[src/rtl/hub75_pdm_scanner.sv]
// HUB75 1/32-scan driver for a 64x64 panel: requests pixels from a painter,
// converts each colour channel to one bit per subframe by PDM, shifts two rows at a time.
//   state     | meaning
//   S_SHIFT   | 64 columns x 4 phases: request, capture, shift out
//   S_BLANK   | LEDs off, row address updated
//   S_LATCH   | latch strobe, LEDs off
//   S_DISPLAY | DELAY cycles lit, then advance row/subframe/frame
module hub75_pdm_scanner #(
    parameter int DELAY = 2
) (
    input  logic        clk,
    input  logic        resetn,
    output logic [9:0]  frame,
    output logic [7:0]  subframe,
    output logic [5:0]  x,
    output logic [5:0]  y,
    input  logic [23:0] rgb24,
    output logic [2:0]  rgb0,
    output logic [2:0]  rgb1,
    output logic [4:0]  addr,
    output logic        sclk,
    output logic        lat,
    output logic        oe
);
    typedef enum logic [1:0] {S_SHIFT, S_BLANK, S_LATCH, S_DISPLAY} state_t;

    localparam logic [7:0] DELAY_M1 = 8'(DELAY - 1);

    state_t     r_state, w_state_nxt;
    logic [1:0] r_phase;
    logic [5:0] r_col;
    logic [4:0] r_row;
    logic [5:0] r_y;
    logic [7:0] r_subframe;
    logic [9:0] r_frame;
    logic [7:0] r_cnt;
    logic [2:0] r_rgb0;
    logic [2:0] r_rgb1;
    logic [4:0] r_addr;
    logic       r_sclk;
    logic       r_lat;
    logic       r_oe;

    logic [7:0] w_thresh;
    logic [2:0] w_pdm;
    logic [4:0] w_row_inc;
    logic       w_col_end;

    always_comb begin
        w_thresh = '0;
        for (int i = 0; i < 8; i++) begin
            w_thresh[i] = r_subframe[7-i];
        end
    end

    assign w_pdm     = {rgb24[23:16] > w_thresh, rgb24[15:8] > w_thresh, rgb24[7:0] > w_thresh};
    assign w_row_inc = r_row + 5'd1;
    assign w_col_end = (r_phase == 2'd3) && (r_col == 6'd63);

    always_comb begin
        w_state_nxt = r_state;
        case (r_state)
            S_SHIFT:   if (w_col_end) w_state_nxt = S_BLANK;
            S_BLANK:   w_state_nxt = S_LATCH;
            S_LATCH:   w_state_nxt = S_DISPLAY;
            S_DISPLAY: if (r_cnt == 8'd0) w_state_nxt = S_SHIFT;
            default:   w_state_nxt = S_SHIFT;
        endcase
    end

    always_ff @(posedge clk or negedge resetn) begin
        if (!resetn) begin
            r_state    <= S_SHIFT;
            r_phase    <= 2'd0;
            r_col      <= 6'd0;
            r_row      <= 5'd0;
            r_y        <= 6'd0;
            r_subframe <= 8'd0;
            r_frame    <= 10'd0;
            r_cnt      <= 8'd0;
            r_rgb0     <= 3'd0;
            r_rgb1     <= 3'd0;
            r_addr     <= 5'd0;
            r_sclk     <= 1'b0;
            r_lat      <= 1'b0;
            r_oe       <= 1'b1;
        end else begin
            r_state <= w_state_nxt;
            r_sclk  <= (r_state == S_SHIFT) && (r_phase == 2'd2);
            r_lat   <= (w_state_nxt == S_LATCH);
            r_oe    <= (w_state_nxt == S_BLANK) || (w_state_nxt == S_LATCH);
            case (r_state)
                S_SHIFT: begin
                    r_phase <= r_phase + 2'd1;
                    case (r_phase)
                        2'd0: r_y <= {1'b1, r_row};
                        2'd1: r_rgb0 <= w_pdm;
                        2'd2: r_rgb1 <= w_pdm;
                        default: begin
                            r_col <= r_col + 6'd1;
                            r_y   <= {1'b0, r_row};
                        end
                    endcase
                end
                S_BLANK: r_addr <= r_row;
                S_LATCH: r_cnt <= DELAY_M1;
                default: begin
                    if (r_cnt == 8'd0) begin
                        r_row <= w_row_inc;
                        r_y   <= {1'b0, w_row_inc};
                        if (r_row == 5'd31) begin
                            r_subframe <= r_subframe + 8'd1;
                            if (r_subframe == 8'd255) r_frame <= r_frame + 10'd1;
                        end
                    end else begin
                        r_cnt <= r_cnt - 8'd1;
                    end
                end
            endcase
        end
    end

    assign frame    = r_frame;
    assign subframe = r_subframe;
    assign x        = r_col;
    assign y        = r_y;
    assign rgb0     = r_rgb0;
    // Lower-half pixel arrives during ph2, so it is passed straight through then and held afterwards.
    assign rgb1     = ((r_state == S_SHIFT) && (r_phase == 2'd2)) ? w_pdm : r_rgb1;
    assign addr     = r_addr;
    assign sclk     = r_sclk;
    assign lat      = r_lat;
    assign oe       = r_oe;
endmodule

[config.mk]
export PLATFORM = sky130hd
export DESIGN_NAME = hub75_pdm_scanner
export DESIGN_NICKNAME = d
export VERILOG_FILES = /design/src/rtl/hub75_pdm_scanner.sv
export SDC_FILE = /design/constraint.sdc
export NUM_CORES = 1
export LEC_CHECK = 0
export CORE_ASPECT_RATIO = 1.2
export CORE_MARGIN = 2
export CORE_UTILIZATION = 52
export DETAILED_ROUTE_END_ITERATION = 10
export GPL_TIMING_DRIVEN = 0
export PLACE_DENSITY_LB_ADDON = 0.12
export SLEW_MARGIN = 20
export SYNTH_ARGS = -nofsm -noshare
export SYNTH_HDL_FRONTEND = slang
export SYNTH_SLANG_ARGS = --single-unit
[constraint.sdc]
create_clock -name clk -period 3.3 [get_ports clk]
set_input_delay 0.33 -clock clk [delete_from_list [all_inputs] [get_ports clk]]
set_output_delay 0.33 -clock clk [all_outputs]
set_load 0.005 [all_outputs]
Yosys cells after proc, flatten, opt, wreduce, memory -nomap -nowiden
Index checks and enable logic that the tools add are counted.
{ "op_classes": {"eq_ne": 13, "n_bitwise": 4, "mux": 9, "n_reduce_logical": 20, "addsub": 6, "magnitude_cmp": 3} }
{ "ops": {"columns": ["operator", "n"], "rows": [
  ["8-bit greater-than comparator", 3],
  ["6-bit one-hot mux with 2 select lines", 2],
  ["8-bit one-hot mux with 2 select lines", 1],
  ["10-bit by 1-bit adder with 10-bit output (second input constant)", 1],
  ["2-bit equality test (second input constant)", 5],
  ["2-bit AND reduction", 5],
  ["8-bit by 1-bit adder with 8-bit output (second input constant)", 1],
  ["8-bit equality test (second input constant)", 1],
  ["8-bit logical NOT", 1],
  ["8-bit two-way mux", 1],
  ["2-bit one-hot mux with 4 select lines", 1],
  ["8-bit by 1-bit subtractor with 8-bit output (second input constant)", 1],
  ["6-bit by 1-bit adder with 6-bit output (second input constant)", 1],
  ["2-bit by 1-bit equality test with 1-bit output (second input constant)", 3],
  ["6-bit equality test (second input constant)", 1],
  ["6-bit two-way mux", 1],
  ["3-bit AND reduction", 2],
  ["2-bit OR reduction", 3],
  ["3-bit OR reduction", 2],
  ["5-bit by 1-bit adder with 5-bit output (second input constant)", 1],
  ["5-bit equality test (second input constant)", 1],
  ["2-bit logical NOT", 2],
  ["2-bit two-way mux", 2],
  ["1-bit inverter", 4],
  ["8 further kinds", 9]
]} }
{ "totals": {"inputBits": 26, "ff_bits": 61, "elab_cells": 69} }

Longest topological paths before layout
{ "logic_depth": {"word_depth": 6, "ltp_mapped": 9, "depth_no_buf": 8} }

Worst setup path before layout
OpenSTA, ideal clock, no wires.
{ "synth_timing": {"path_kind": "reg2reg", "from": "register r_cnt[0]", "to": "register r_frame[1], in the netlist frame[1]", "required_ps": 3175, "setup_ps": 125, "path_slack_ps": 923, "stages_incl_launch_ff": 8, "t_arrival_ps": 2252, "synth_period_minus_slack_ps": 2377, "n_path_buf": 1, "path_cell_list": "dfrtp_1 > inv_1 > ha_1 > or3b_2 > clkbuf_1 > or2_4 > nor4_4 > mux2_2"} }
{ "synth_via": {"elab_chain_cells": 2} }
{ "synth_lines": {"columns": ["item", "line", "text"], "rows": [
  ["start, declared", "36", "logic [7:0] r_cnt;"],
  ["start signal, assigned", "116", "r_cnt <= r_cnt - 8'd1;"],
  ["8-bit logical NOT", "108", "if (r_cnt == 8'd0) begin"],
  ["4-bit AND reduction (no line)", null, null],
  ["end signal, assigned", "113", "if (r_subframe == 8'd255) r_frame <= r_frame + 10'd1;"],
  ["end, declared", "35", "logic [9:0] r_frame;"]
]} }
No other way between the ends.
A chain may end at the register's enable or synchronous reset.

Final worst setup path
{ "layout_timing": {"from": "register r_state[1]", "to": "output rgb1[2]"} }
{ "layout_via": {"elab_chain_cells": 3} }
{ "layout_lines": {"columns": ["item", "line", "text"], "rows": [
  ["start, declared", "29", "state_t r_state, w_state_nxt;"],
  ["start signal, assigned", "88", "r_state <= w_state_nxt;"],
  ["2-bit logical NOT", "129", "assign rgb1 = ((r_state == S_SHIFT) && (r_phase == 2'd2)) ? w_pdm : r_rgb1;"],
  ["1-bit logical AND", "129", null],
  ["3-bit two-way mux", "129", null],
  ["end, declared", "19", "output logic [2:0] rgb1,"]
]} }
No other way between the ends.

==> results.yml <==
timing:
  period_minus_slack_ps: 2976
  fmax_ghz: 0.3361
  slew_violations: 0
  worstMarginPinSlew_ps: 806.6
  setup_viol: 0
  hold_viol: 0
  setup-tns-final_ps: 0
  finalCritPeriodShare_pct: 90.17
  maxSlewHeadroom_pct: 45.54
  rsz0062_at_grt: "false"
  fin_skew_ps: 6.856
  holdWs_ps: 433.4
floorplanning:
  rows: 32
  die_y_um: 92.79
  dieArea_mm2: 0.007236
  num_io_pins: 70
  die_w_um: 77.99
  core_mm2: 0.006406
  start_util_pct: 53.32
place:
  dpl.hpwl_mm: 5.267
  placed_cells: 472
  place_area_mm2: 0.004230
  gp_congestion: 0.8369
  io_buffers: 69
global_route:
  grt_antenna_before_repair: 0
  grt_start_max_net_pins: 42
  grt_pass1_wl_mm: 11.72
  grt_overflow: 0
  first_global_vias: 2601
  grtUsageTotal_pct: 20.57
job:
  maxCapViolCount: 0
clock_tree:
  post_cts_resized: 0
  cts_setup_buffers: 0
  max-clock-path-buffers: 2
  clock_latency_ps: 330
  cts_max_level: 3
  cts_root_buf: "clkbuf_8"
  numCtsBuffers: 9
  clk_pin_slew_worst_paths_ps: 70
  clkSinkCount: 61
  cts_tree: "yes"
worst_setup_path:
  slowest_delay_ps: 440
  worst-r2r-cell-count: 8
  crit_type: "reg -> out"
  critPathSlowestCell: "dfrtp_1"
  cp.required_ps: 2970
  path_max_fanout: 10
  crit_family: "buffers and inverters"
  end_kind: "primary output"
  path_cells: "inv_1, ha_1, clkbuf_1, nand2_1, inv_1, mux2_2, clkdlybuf4s50_1"
  cpMostUsedCell: "inv_1"
  crit_buf_inv: 4
  cp-start-kind: "flop"
  cp.arrival_ps: 2650
  cp.depth: 7
route:
  dr_total_vias: 2568
  ant_nets: 0
  drtIter0Drc: 87
  firstDrtPassIters: 4
  routed_wl_mm: 7.085
  vias_per_cell: 5.252
  drcViolationCount: 0
  wire_per_inst_um: 14.49
synth:
  synthCells: 317
  ys_seq_elements: 61
  synth_edf_count: 0
  yosys_warnings: 0
  synth_top_flop_cell: "dfrtp_1"
  synth_area_leaders: "dfrtp_1, ha_1, xnor2_1, mux2_2, xor2_1"
  syn_area_mm2: 0.003416
  synth.distinct_cells: 42
  synth_top_area_share_pct: 43.96
  synthArstFlopShare_pct: 100.0
  seq_area_frac_synth_pct: 44.73
  syn_nets: 384
  synth_area_leader_cell: "dfrtp_1"
  postSynthAreaPerCell_um2: 10.78
pwr:
  max-vdd-ir-drop_v: 0.0002313
  leakage_nw: 2.100
  p_total_mw: 1.547
  power.density_mw_per_mm2: 347.4
layout:
  syn2layout_area_growth_pct: 30.33
  final_cell_mix: "clkdlybuf4s50_1, dfrtp_1, ha_1"
  antennaDiodeCount: 0
  post-route-cell-area_mm2: 0.004452
  final_common_cell: "clkdlybuf4s50_1"
  drive_gt1_share_pct: 10.15
  stdcell_count: 489
  nets: 466
run_status:
  status: "complete, no violations"
hold_path:
  hp-class: "in -> async"
-- final cells by class --
| class | count | area, um2 |
|---|---|---|
| buffer | 8 | 38.79 |
| clock buffer | 13 | 168.9 |
| clock inverter | 3 | 42.54 |
| fill | 511 | 1954 |
| inverter | 21 | 78.83 |
| multi-input combinational | 227 | 1770 |
| sequential | 61 | 1528 |
| tap | 85 | 106.4 |
| timing repair buffer | 71 | 718.2 |
-- synthesized netlist by cell type, types with 2 or more instances --
| library cell | number |
|---|---|
| nand4_1 | 9 |
| o21ai_0 | 5 |
| nor3_1 | 7 |
| mux2i_1 | 4 |
| xnor2_1 | 22 |
| nand2b_1 | 2 |
| mux2_2 | 13 |
| clkbuf_1 | 6 |
| a211o_1 | 2 |
| and2_1 | 4 |
| and3_1 | 6 |
| nor2_1 | 23 |
| nand2_1 | 15 |
| ha_1 | 41 |
| o21a_1 | 2 |
| o31ai_1 | 3 |
| a22o_1 | 4 |
| or3_2 | 2 |
| dfrtp_1 | 60 |
| o311ai_0 | 2 |
| a21oi_1 | 15 |
| xor2_1 | 11 |
| nor2b_1 | 4 |
| o211ai_1 | 2 |
| inv_1 | 21 |
| nand3_1 | 12 |
| a21o_1 | 5 |
-- worst reg2reg max path: cells and delay by family (launching register included) --
kind / cells / cell delay (ps)
buffers and inverters: 2 / 290
adders and majority gates: 1 / 140
xor gates and xnor gates: 1 / 170
and+or+nand+nor: 4 / 1550
DFF: 1 / 430
-- kinds of logic after synthesis --
logic type	after synthesis	synth area share, %
adders and majority gates	41	15.02
xor gates and xnor gates	33	8.461
muxes	17	5.458
AOI/OAI and AO/OA	44	8.535
DFF	61	44.73
buffers and inverters	29	3.443
and+or+nand+nor	92	14.36
-- flip-flops by register name (all words and copies together), names as in the netlist --
name / flops
frame: 10
r_cnt: 8
subframe: 8
x: 6
y: 6
addr: 5
r_row: 5
r_rgb1: 3
rgb0: 3
r_phase: 2
r_state: 2
lat: 1
oe: 1
sclk: 1
-- worst paths after layout --
kind                                 startpoint                       to  slack (ps)
max                        r_state[1]$_DFF_PN0_                  rgb1[2]         320
min                                      resetn         x[1]$_DFFE_PN0P_         430
max reg2reg                r_cnt[0]$_DFFE_PN0P_     frame[5]$_DFFE_PN0P_         640
min reg2reg                frame[9]$_DFFE_PN0P_     frame[9]$_DFFE_PN0P_         470
max in group asynchronous                resetn  subframe[6]$_DFFE_PN0P_        2360
min in group clk           frame[9]$_DFFE_PN0P_     frame[9]$_DFFE_PN0P_         470
-- per-stage QoR --
stage	setup WS (ps)	util (%)
after floorplan	923.2	-
after global placement	-40.40	65.76
after detailed placement	587.7	66.04
after CTS	298.8	69.49
after global routing	114.8	69.49
final	324.4	69.49
-- report_power, final --
group,switching (mW),internal [mW],total (mW)
Clock,0.280,0.410,0.690
Sequential,0.00195,0.753,0.755
Combinational,0.0421,0.0593,0.101
Total,0.324,1.22,1.55
-- layer usage --
layer	global-route usage [%]	vias to the layer above	share of wire (%)
met5	0	-	0
met4	7.018	0	1.3
met3	5.361	9	4.5
met2	34.27	56	50
met1	25.97	1236	44
li1	-	1267	-
-- what timing repair did --
item	4_1_cts	5_1_grt
endpoints found under the hold margin	19	0
hold buffers	1	0
setup endpoints to repair	0	0
(Power assumes the default switching activity.)
